$ cat config.mk
export PLATFORM = sky130hd
export DESIGN_NAME = maxpool2x2_stream
export DESIGN_NICKNAME = d
export VERILOG_FILES = /design/src/rtl/maxpool2x2_stream.sv
export SDC_FILE = /design/constraint.sdc
export NUM_CORES = 2
export LEC_CHECK = 0
export ABC_AREA = 1
export CORE_MARGIN = 5
export CORE_UTILIZATION = 60
export DETAILED_ROUTE_END_ITERATION = 8
export GPL_ROUTABILITY_DRIVEN = 0
export PLACE_DENSITY_LB_ADDON = 0.05
export RECOVER_POWER = 25
export SYNTH_ARGS = -nofsm -noshare
export SYNTH_HDL_FRONTEND = slang
export SYNTH_SLANG_ARGS = --single-unit
$ cat constraint.sdc
create_clock -name clk -period 21.6 [get_ports clk]
set_input_delay 4.32 -clock clk [delete_from_list [all_inputs] [get_ports clk]]
set_output_delay 4.32 -clock clk [all_outputs]
set_load 0.02 [all_outputs]
$ cat src/rtl/maxpool2x2_stream.sv
// maxpool2x2_stream
// Streaming 2x2 / stride-2 max pooling over three parallel IEEE-754 channels.
// Pixels arrive in raster order, one per channel per accepted beat. Each channel
// keeps the even-column pixel in a hold register and the horizontal pair maximum
// of each even row in a half-row line buffer. On the odd-row / odd-column beat
// that completes a window, the pooled value is registered and presented one
// cycle later. The design never stalls.
module maxpool2x2_stream #(
   parameter int DATA_WIDTH = 32,
   parameter int IFM_SIZE   = 28,
   parameter int NUM_CH     = 3
) (
   input  logic                  clk,
   input  logic                  reset,
   input  logic                  valid_in,
   input  logic [DATA_WIDTH-1:0] data_in_from_previous1,
   input  logic [DATA_WIDTH-1:0] data_in_from_previous2,
   input  logic [DATA_WIDTH-1:0] data_in_from_previous3,
   output logic                  valid_out,
   output logic [DATA_WIDTH-1:0] data_out_for_next1,
   output logic [DATA_WIDTH-1:0] data_out_for_next2,
   output logic [DATA_WIDTH-1:0] data_out_for_next3,
   output logic                  frame_done
);

   localparam int HALF = IFM_SIZE / 2;
   localparam int CW   = (IFM_SIZE > 1) ? $clog2(IFM_SIZE) : 1;
   localparam int AW   = (HALF > 1) ? $clog2(HALF) : 1;

   // Floating-point maximum evaluated directly on the bit patterns.
   // Mixed signs pick the positive operand, so +0 wins over -0.
   function automatic logic [DATA_WIDTH-1:0] fmax(input logic [DATA_WIDTH-1:0] a,
                                                  input logic [DATA_WIDTH-1:0] b);
      logic [DATA_WIDTH-1:0] r;
      if (a[DATA_WIDTH-1] != b[DATA_WIDTH-1])
         r = a[DATA_WIDTH-1] ? b : a;
      else if (!a[DATA_WIDTH-1])
         r = (a[DATA_WIDTH-2:0] >= b[DATA_WIDTH-2:0]) ? a : b;
      else
         r = (a[DATA_WIDTH-2:0] <= b[DATA_WIDTH-2:0]) ? a : b;
      return r;
   endfunction

   logic [CW-1:0] col_q, col_d;
   logic [CW-1:0] row_q, row_d;
   logic          valid_q, valid_d;
   logic          done_q, done_d;
   logic          col_last, row_last;
   logic          win_done;
   logic [AW-1:0] lb_addr;

   assign col_last = (col_q == CW'(IFM_SIZE - 1));
   assign row_last = (row_q == CW'(IFM_SIZE - 1));
   assign win_done = valid_in & row_q[0] & col_q[0];
   assign lb_addr  = AW'(col_q >> 1);

   // Raster position counters; they advance only on accepted beats and wrap at the end of a map.
   always_comb begin
      col_d   = col_q;
      row_d   = row_q;
      valid_d = win_done;
      done_d  = win_done & col_last & row_last;
      if (valid_in) begin
         if (col_last) begin
            col_d = '0;
            row_d = row_last ? '0 : row_q + 1'b1;
         end else begin
            col_d = col_q + 1'b1;
         end
      end
   end

   // Control state: counters and output strobes, cleared by reset (which also drops a coincident beat).
   always_ff @(posedge clk) begin
      if (reset) begin
         col_q   <= '0;
         row_q   <= '0;
         valid_q <= 1'b0;
         done_q  <= 1'b0;
      end else begin
         col_q   <= col_d;
         row_q   <= row_d;
         valid_q <= valid_d;
         done_q  <= done_d;
      end
   end

   assign valid_out  = valid_q;
   assign frame_done = done_q;

   logic [DATA_WIDTH-1:0] din  [NUM_CH];
   logic [DATA_WIDTH-1:0] dout [NUM_CH];

   assign din[0] = data_in_from_previous1;
   assign din[1] = data_in_from_previous2;
   assign din[2] = data_in_from_previous3;

   generate
      for (genvar gi = 0; gi < NUM_CH; gi++) begin : g_ch
         logic [DATA_WIDTH-1:0] hold_q, hold_d;
         logic [DATA_WIDTH-1:0] dout_q, dout_d;
         logic [DATA_WIDTH-1:0] lb_mem [HALF];
         logic [DATA_WIDTH-1:0] lb_rd_q;
         logic [DATA_WIDTH-1:0] pair_max;
         logic [DATA_WIDTH-1:0] win_max;

         assign pair_max = fmax(hold_q, din[gi]);
         assign win_max  = fmax(lb_rd_q, pair_max);

         // Capture the even-column pixel and the completed window result.
         always_comb begin
            hold_d = hold_q;
            dout_d = dout_q;
            if (valid_in && !col_q[0])
               hold_d = din[gi];
            if (win_done)
               dout_d = win_max;
         end

         // Hold and output registers; output keeps its last value between pooled beats.
         always_ff @(posedge clk) begin
            if (reset) begin
               hold_q <= '0;
               dout_q <= '0;
            end else begin
               hold_q <= hold_d;
               dout_q <= dout_d;
            end
         end

         // Half-row line buffer: even rows store pair maxima; odd rows prefetch the entry on the
         // even-column beat so the registered read is ready when the odd column completes the window.
         always_ff @(posedge clk) begin
            if (valid_in && !reset && col_q[0] && !row_q[0])
               lb_mem[lb_addr] <= pair_max;
            if (valid_in && !reset && !col_q[0] && row_q[0])
               lb_rd_q <= lb_mem[lb_addr];
         end

         assign dout[gi] = dout_q;
      end
   endgenerate

   assign data_out_for_next1 = dout[0];
   assign data_out_for_next2 = dout[1];
   assign data_out_for_next3 = dout[2];

endmodule

Word level (Yosys, flattened, before mapping)
Memory sizes are Yosys's and may differ from the RTL's. A register that Yosys moved wholly into a read port is not among the register bits.
Index checks and enable logic that the tools add are counted.
W data, S select, Z words.
{"block": "op_classes", "add_sub_neg": 2, "multipliers": 0, "n_div": 0, "order_cmp": 12, "eq_ne": 8, "shift": 0, "muxes": 34, "bitwise": 4, "reduce_logical": 10}
{"cell": "$mux W32", "n": 30}
{"cell": "$ge A31 B31 Y1", "n": 6}
{"cell": "$le A31 B31 Y1", "n": 6}
{"cell": "$add A5 B1 Y5 const B", "n": 2}
{"cell": "$eq A5 B5 Y1 const B", "n": 2}
{"cell": "$mux W5", "n": 2}
{"cell": "$logic_and A1 B1 Y1", "n": 6}
{"cell": "$ne A1 B1 Y1", "n": 6}
{"cell": "$and A1 B1 Y1", "n": 4}
{"cell": "$logic_not A1 Y1", "n": 3}
{"cell": "$mux W1", "n": 2}
{"cell": "$reduce_and A2 Y1", "n": 1}
{"block": "word_totals", "ff_bits": 204, "latchBits": 0, "ramBits": 1344, "rom_bits": 0, "inputBits": 99, "memories": 3}
{"name": "g_ch[0].lb_mem", "depth": 14, "width": 32, "rd": 1, "rd_clocked_by_memory_dff": 1, "wr": 1, "line_no": "102", "rtl": "logic [DATA_WIDTH-1:0] lb_mem [HALF];"}
{"name": "g_ch[1].lb_mem", "depth": 14, "width": 32, "rd": 1, "rd_clocked_by_memory_dff": 1, "wr": 1, "line_no": "102"}
{"name": "g_ch[2].lb_mem", "depth": 14, "width": 32, "rd": 1, "rd_clocked_by_memory_dff": 1, "wr": 1, "line_no": "102"}

Longest topological paths before layout
{"block": "depth", "ltp_word": 8, "ltp_mapped": 35, "mapped_depth_nobuf": 33}

Least setup slack after synthesis
OpenSTA, ideal clock, no wires.
{"block": "synth_path", "path_kind": "in2reg", "from": "input port valid_in", "to": "register g_ch[0].lb_rd_q[0], read port of g_ch[0].lb_mem (enable)", "setup_ns": 0.668, "t_arrival_ns": 11.551, "required_time_ns": 20.932, "setup_slack_ns": 9.381, "stages": 5, "n_path_buf": 1, "path_cell_list": "inv_1 nor2_1 inv_1 clkbuf_1 nor3_1"}
{"block": "synth_via", "elab_chain_len": 3}
{"item": "start: declaration", "line_no": "15", "rtl": "input logic valid_in,"}
{"item": "$logic_and A1 B1 Y1 (3 in a row)", "line_no": "136", "rtl": "if (valid_in && !reset && !col_q[0] && row_q[0])"}
{"item": "end: declaration", "line_no": "103", "rtl": "logic [DATA_WIDTH-1:0] lb_rd_q;"}
Every way passes these cells.
A chain may end at the register's enable or synchronous reset.

==> flow_summary.json <==
{
  "coreArea_um2": 123600,
  "yosysWarnings": 0,
  "antenna_found_initial": 3,
  "synth_seq_cells": 1644,
  "crit_chain": "buf_12 -> clkinvlp_2 -> nor2_4 -> clkbuf_1 -> clkbuf_1 -> a22oi_1 -> a31oi_1 -> or4_1",
  "holdPathStages": 2,
  "insertion_delay_ns": 0.81,
  "final_common_cell": "nand2_1",
  "crit_required_ns": 22.27,
  "hp-class": "reg -> reg",
  "place_area_um2": 77700,
  "worst_pin_slew_ns": 4.915,
  "status": "finished with violations",
  "syn2layout_area_growth_pct": 11.12,
  "crit_arrival_ns": 14.06,
  "drc_errors": 0,
  "drt_first_pass_iters": 7,
  "fp.dieH_um": 362.8,
  "synthesis.area_um2": 74680,
  "numClockSinks": 1644,
  "drive_gt1_share_pct": 5.631,
  "dr_total_vias": 57238,
  "design_area_um2": 82980,
  "grt_setup_unrepaired": "no",
  "final_cell_mix": "nand2_1, edfxtp_1, nand3_1",
  "ys_types": 43,
  "vias_per_cell": 6.508,
  "syn_avg_cell_area_um2": 10.61,
  "post_cts_resized": 0,
  "worst-path-max-fanout": 114,
  "clock_skew_ns": 0.02687,
  "rows": 129,
  "startpoint_type": "flop",
  "syn_nets": 7333,
  "clk_pin_slew_ns": 0.06,
  "nets": 7309,
  "port_buffers": 196,
  "ioPinCount": 197,
  "period_share_pct": 62.02,
  "grt_overflow": 0,
  "netlist_instances": 7040,
  "reg2reg_depth": 8,
  "grt.total_usage_pct": 32.61,
  "powerDensity_nw_per_um2": 89.14,
  "start_util_pct": 60.40,
  "synth_top_area_share_pct": 57.90,
  "clock-root-buffer": "clkbuf_16",
  "grt_pass1_vias": 53570,
  "die_w_um": 362.8,
  "dp_hpwl_um": 118000,
  "ctsHoldBuffers": 0,
  "wire_per_inst_um": 24.97,
  "yosysSeqAreaShare_pct": 63.37,
  "path_common_cell": "clkbuf_1",
  "synth.largest_area_cell": "edfxtp_1",
  "postCtsSetupRepairBufs": 0,
  "endpoint_kind": "flop",
  "crit_path_max_incr_delay_ns": 3.92,
  "violations": "capacitance limit, slew limit",
  "ir_worst_vdd_mv": 0.09772,
  "drv_slew": 1236,
  "p_leak_nw": 29.40,
  "fin_crit_ns": 13.40,
  "worstSetupPathType": "reg -> reg",
  "antenna_left": 0,
  "dieArea_um2": 131600,
  "drt_wl_total_um": 219600,
  "setup_viol_count_final": 0,
  "grt_pass1_wl_um": 330400,
  "ctsLongestPathBuffers": 3,
  "fmax_ghz": 0.07465,
  "nFillCells": 9286,
  "slew_headroom_pct": -229.5,
  "cts_tree": "done",
  "hold_viol": 0,
  "grt_max_degree": 181,
  "htree_levels": 4,
  "synthTopCellsByArea": "edfxtp_1, nand2_1, nand3_1",
  "slowest_stage": "clkinvlp_2",
  "drv_cap": 25,
  "setup_tns_ns": 0,
  "drt_iter0_markers": 7302,
  "cts_buffers": 168
}
## worst paths after layout
path                           from                endpoint  slack [ns]
max                        col_q[1]     g_ch[1].lb_rd_q[12]        8.20
max reg2reg                col_q[1]     g_ch[1].lb_rd_q[12]        8.20
min          data_out_for_next3[26]  data_out_for_next3[26]        0.46
min reg2reg  data_out_for_next3[26]  data_out_for_next3[26]        0.46
## metrics by stage
step / power (mW) / std cells / utilization [%] / worst slack [ns] / hold slack (ns)
6_report: 7.397 / 8795 / 67.12 / 8.204 / 0.4604
5_1_grt: 7.655 / 8794 / 67.12 / 7.861 / 0.4809
4_1_cts: 7.400 / 8794 / 67.23 / 10.26 / 0.4647
3_5_place_dp: 4.583 / 8483 / 62.84 / 9.430 / 0.4554
3_3_place_gp: 4.559 / 8483 / 62.84 / 9.572 / 0.4540
2_1_floorplan: 4.292 / 7040 / - / 9.381 / 0.4627
## synthesized netlist by cell type
master     count
buf_6          7
o211ai_1      96
o32ai_1        1
xor2_1         2
or4_1         96
nand2_2       36
nand4_1      108
a21boi_0       1
nor2_2         5
clkbuf_1     390
a22oi_1      288
nor3_1       110
nor2_4         1
a31oi_1      288
nor2_1       252
nand3_4        1
nand2_1     1462
nand2_4        2
o221ai_1       4
o21ai_1        3
o21a_1         3
a21oi_1      595
a2111oi_0      1
nor3_2         3
inv_1        353
nor3b_1        2
nor4_1         5
ha_1         194
edfxtp_1    1440
nand3_2       11
buf_2         42
nand3_1      833
dfxtp_1      204
inv_2         11
buf_1         39
buf_4         12
nand4_4        1
a21oi_4        1
nand3b_1       4
o21ai_0      121
a21o_1         7
and3_1         2
clkinv_1       3
## state kept, by name, indices dropped and copies added (netlist names)
| register | cells |
|---|---|
| valid_out | 1 |
| frame_done | 1 |
| data_out_for_next1 | 32 |
| data_out_for_next3 | 32 |
| col_q | 5 |
| g_ch.lb_mem | 1344 |
| row_q | 5 |
| data_out_for_next2 | 32 |
| g_ch.hold_q | 96 |
| g_ch.lb_rd_q | 96 |
## routing by layer
| layer | GRT usage (%) | vias to the layer above | routed length (um) |
|---|---|---|---|
| li1 | - | 25632 | - |
| met3 | 5.213 | 426 | 24520 |
| met4 | 9.630 | 0 | 5869 |
| met1 | 47.89 | 27652 | 88490 |
| met5 | 0 | - | 0 |
| met2 | 50.89 | 3528 | 100800 |
## report_power, final
group          internal (mW)  switching, mW  leakage, nW
registers               3.60         0.0238         14.7
clock network           1.60           1.25         2.62
logic                  0.246          0.670         12.1
total                   5.45           1.95         29.4
## critical path: cells and delay by family, from the launching register on
kind | cells | cell delay (ns)
buf+inv | 4 | 10.55
simple gates | 2 | 1.27
compound gates | 2 | 0.81
flops | 1 | 0.35
## kinds of logic (layout without fill, tap and decap cells)
logic type                 after synthesis  count (layout)  share of synthesized area [%]
AOI/OAI and AO/OA                     1409            1409                          11.29
other                                    0               1                              0
and+or+nand+nor                       2934            2934                          17.55
xor gates and xnor gates                 2               2                        0.02346
adders and majority gates              194             194                          3.250
buffers and inverters                  857             974                          4.509
DFF                                   1644            1644                          63.37
## cell type report
cell class	count	area, um^2	share of cell area, %
antenna	1	2.502	0.003016
clock buffer	207	4372	5.268
clock inverter	104	1050	1.265
inverter	367	1410	1.699
multi-input combinational	4539	24090	29.04
sequential	1644	47330	57.04
tap	1637	2048	2.468
timing repair buffer	296	2671	3.219
(Power assumes the default switching activity.)
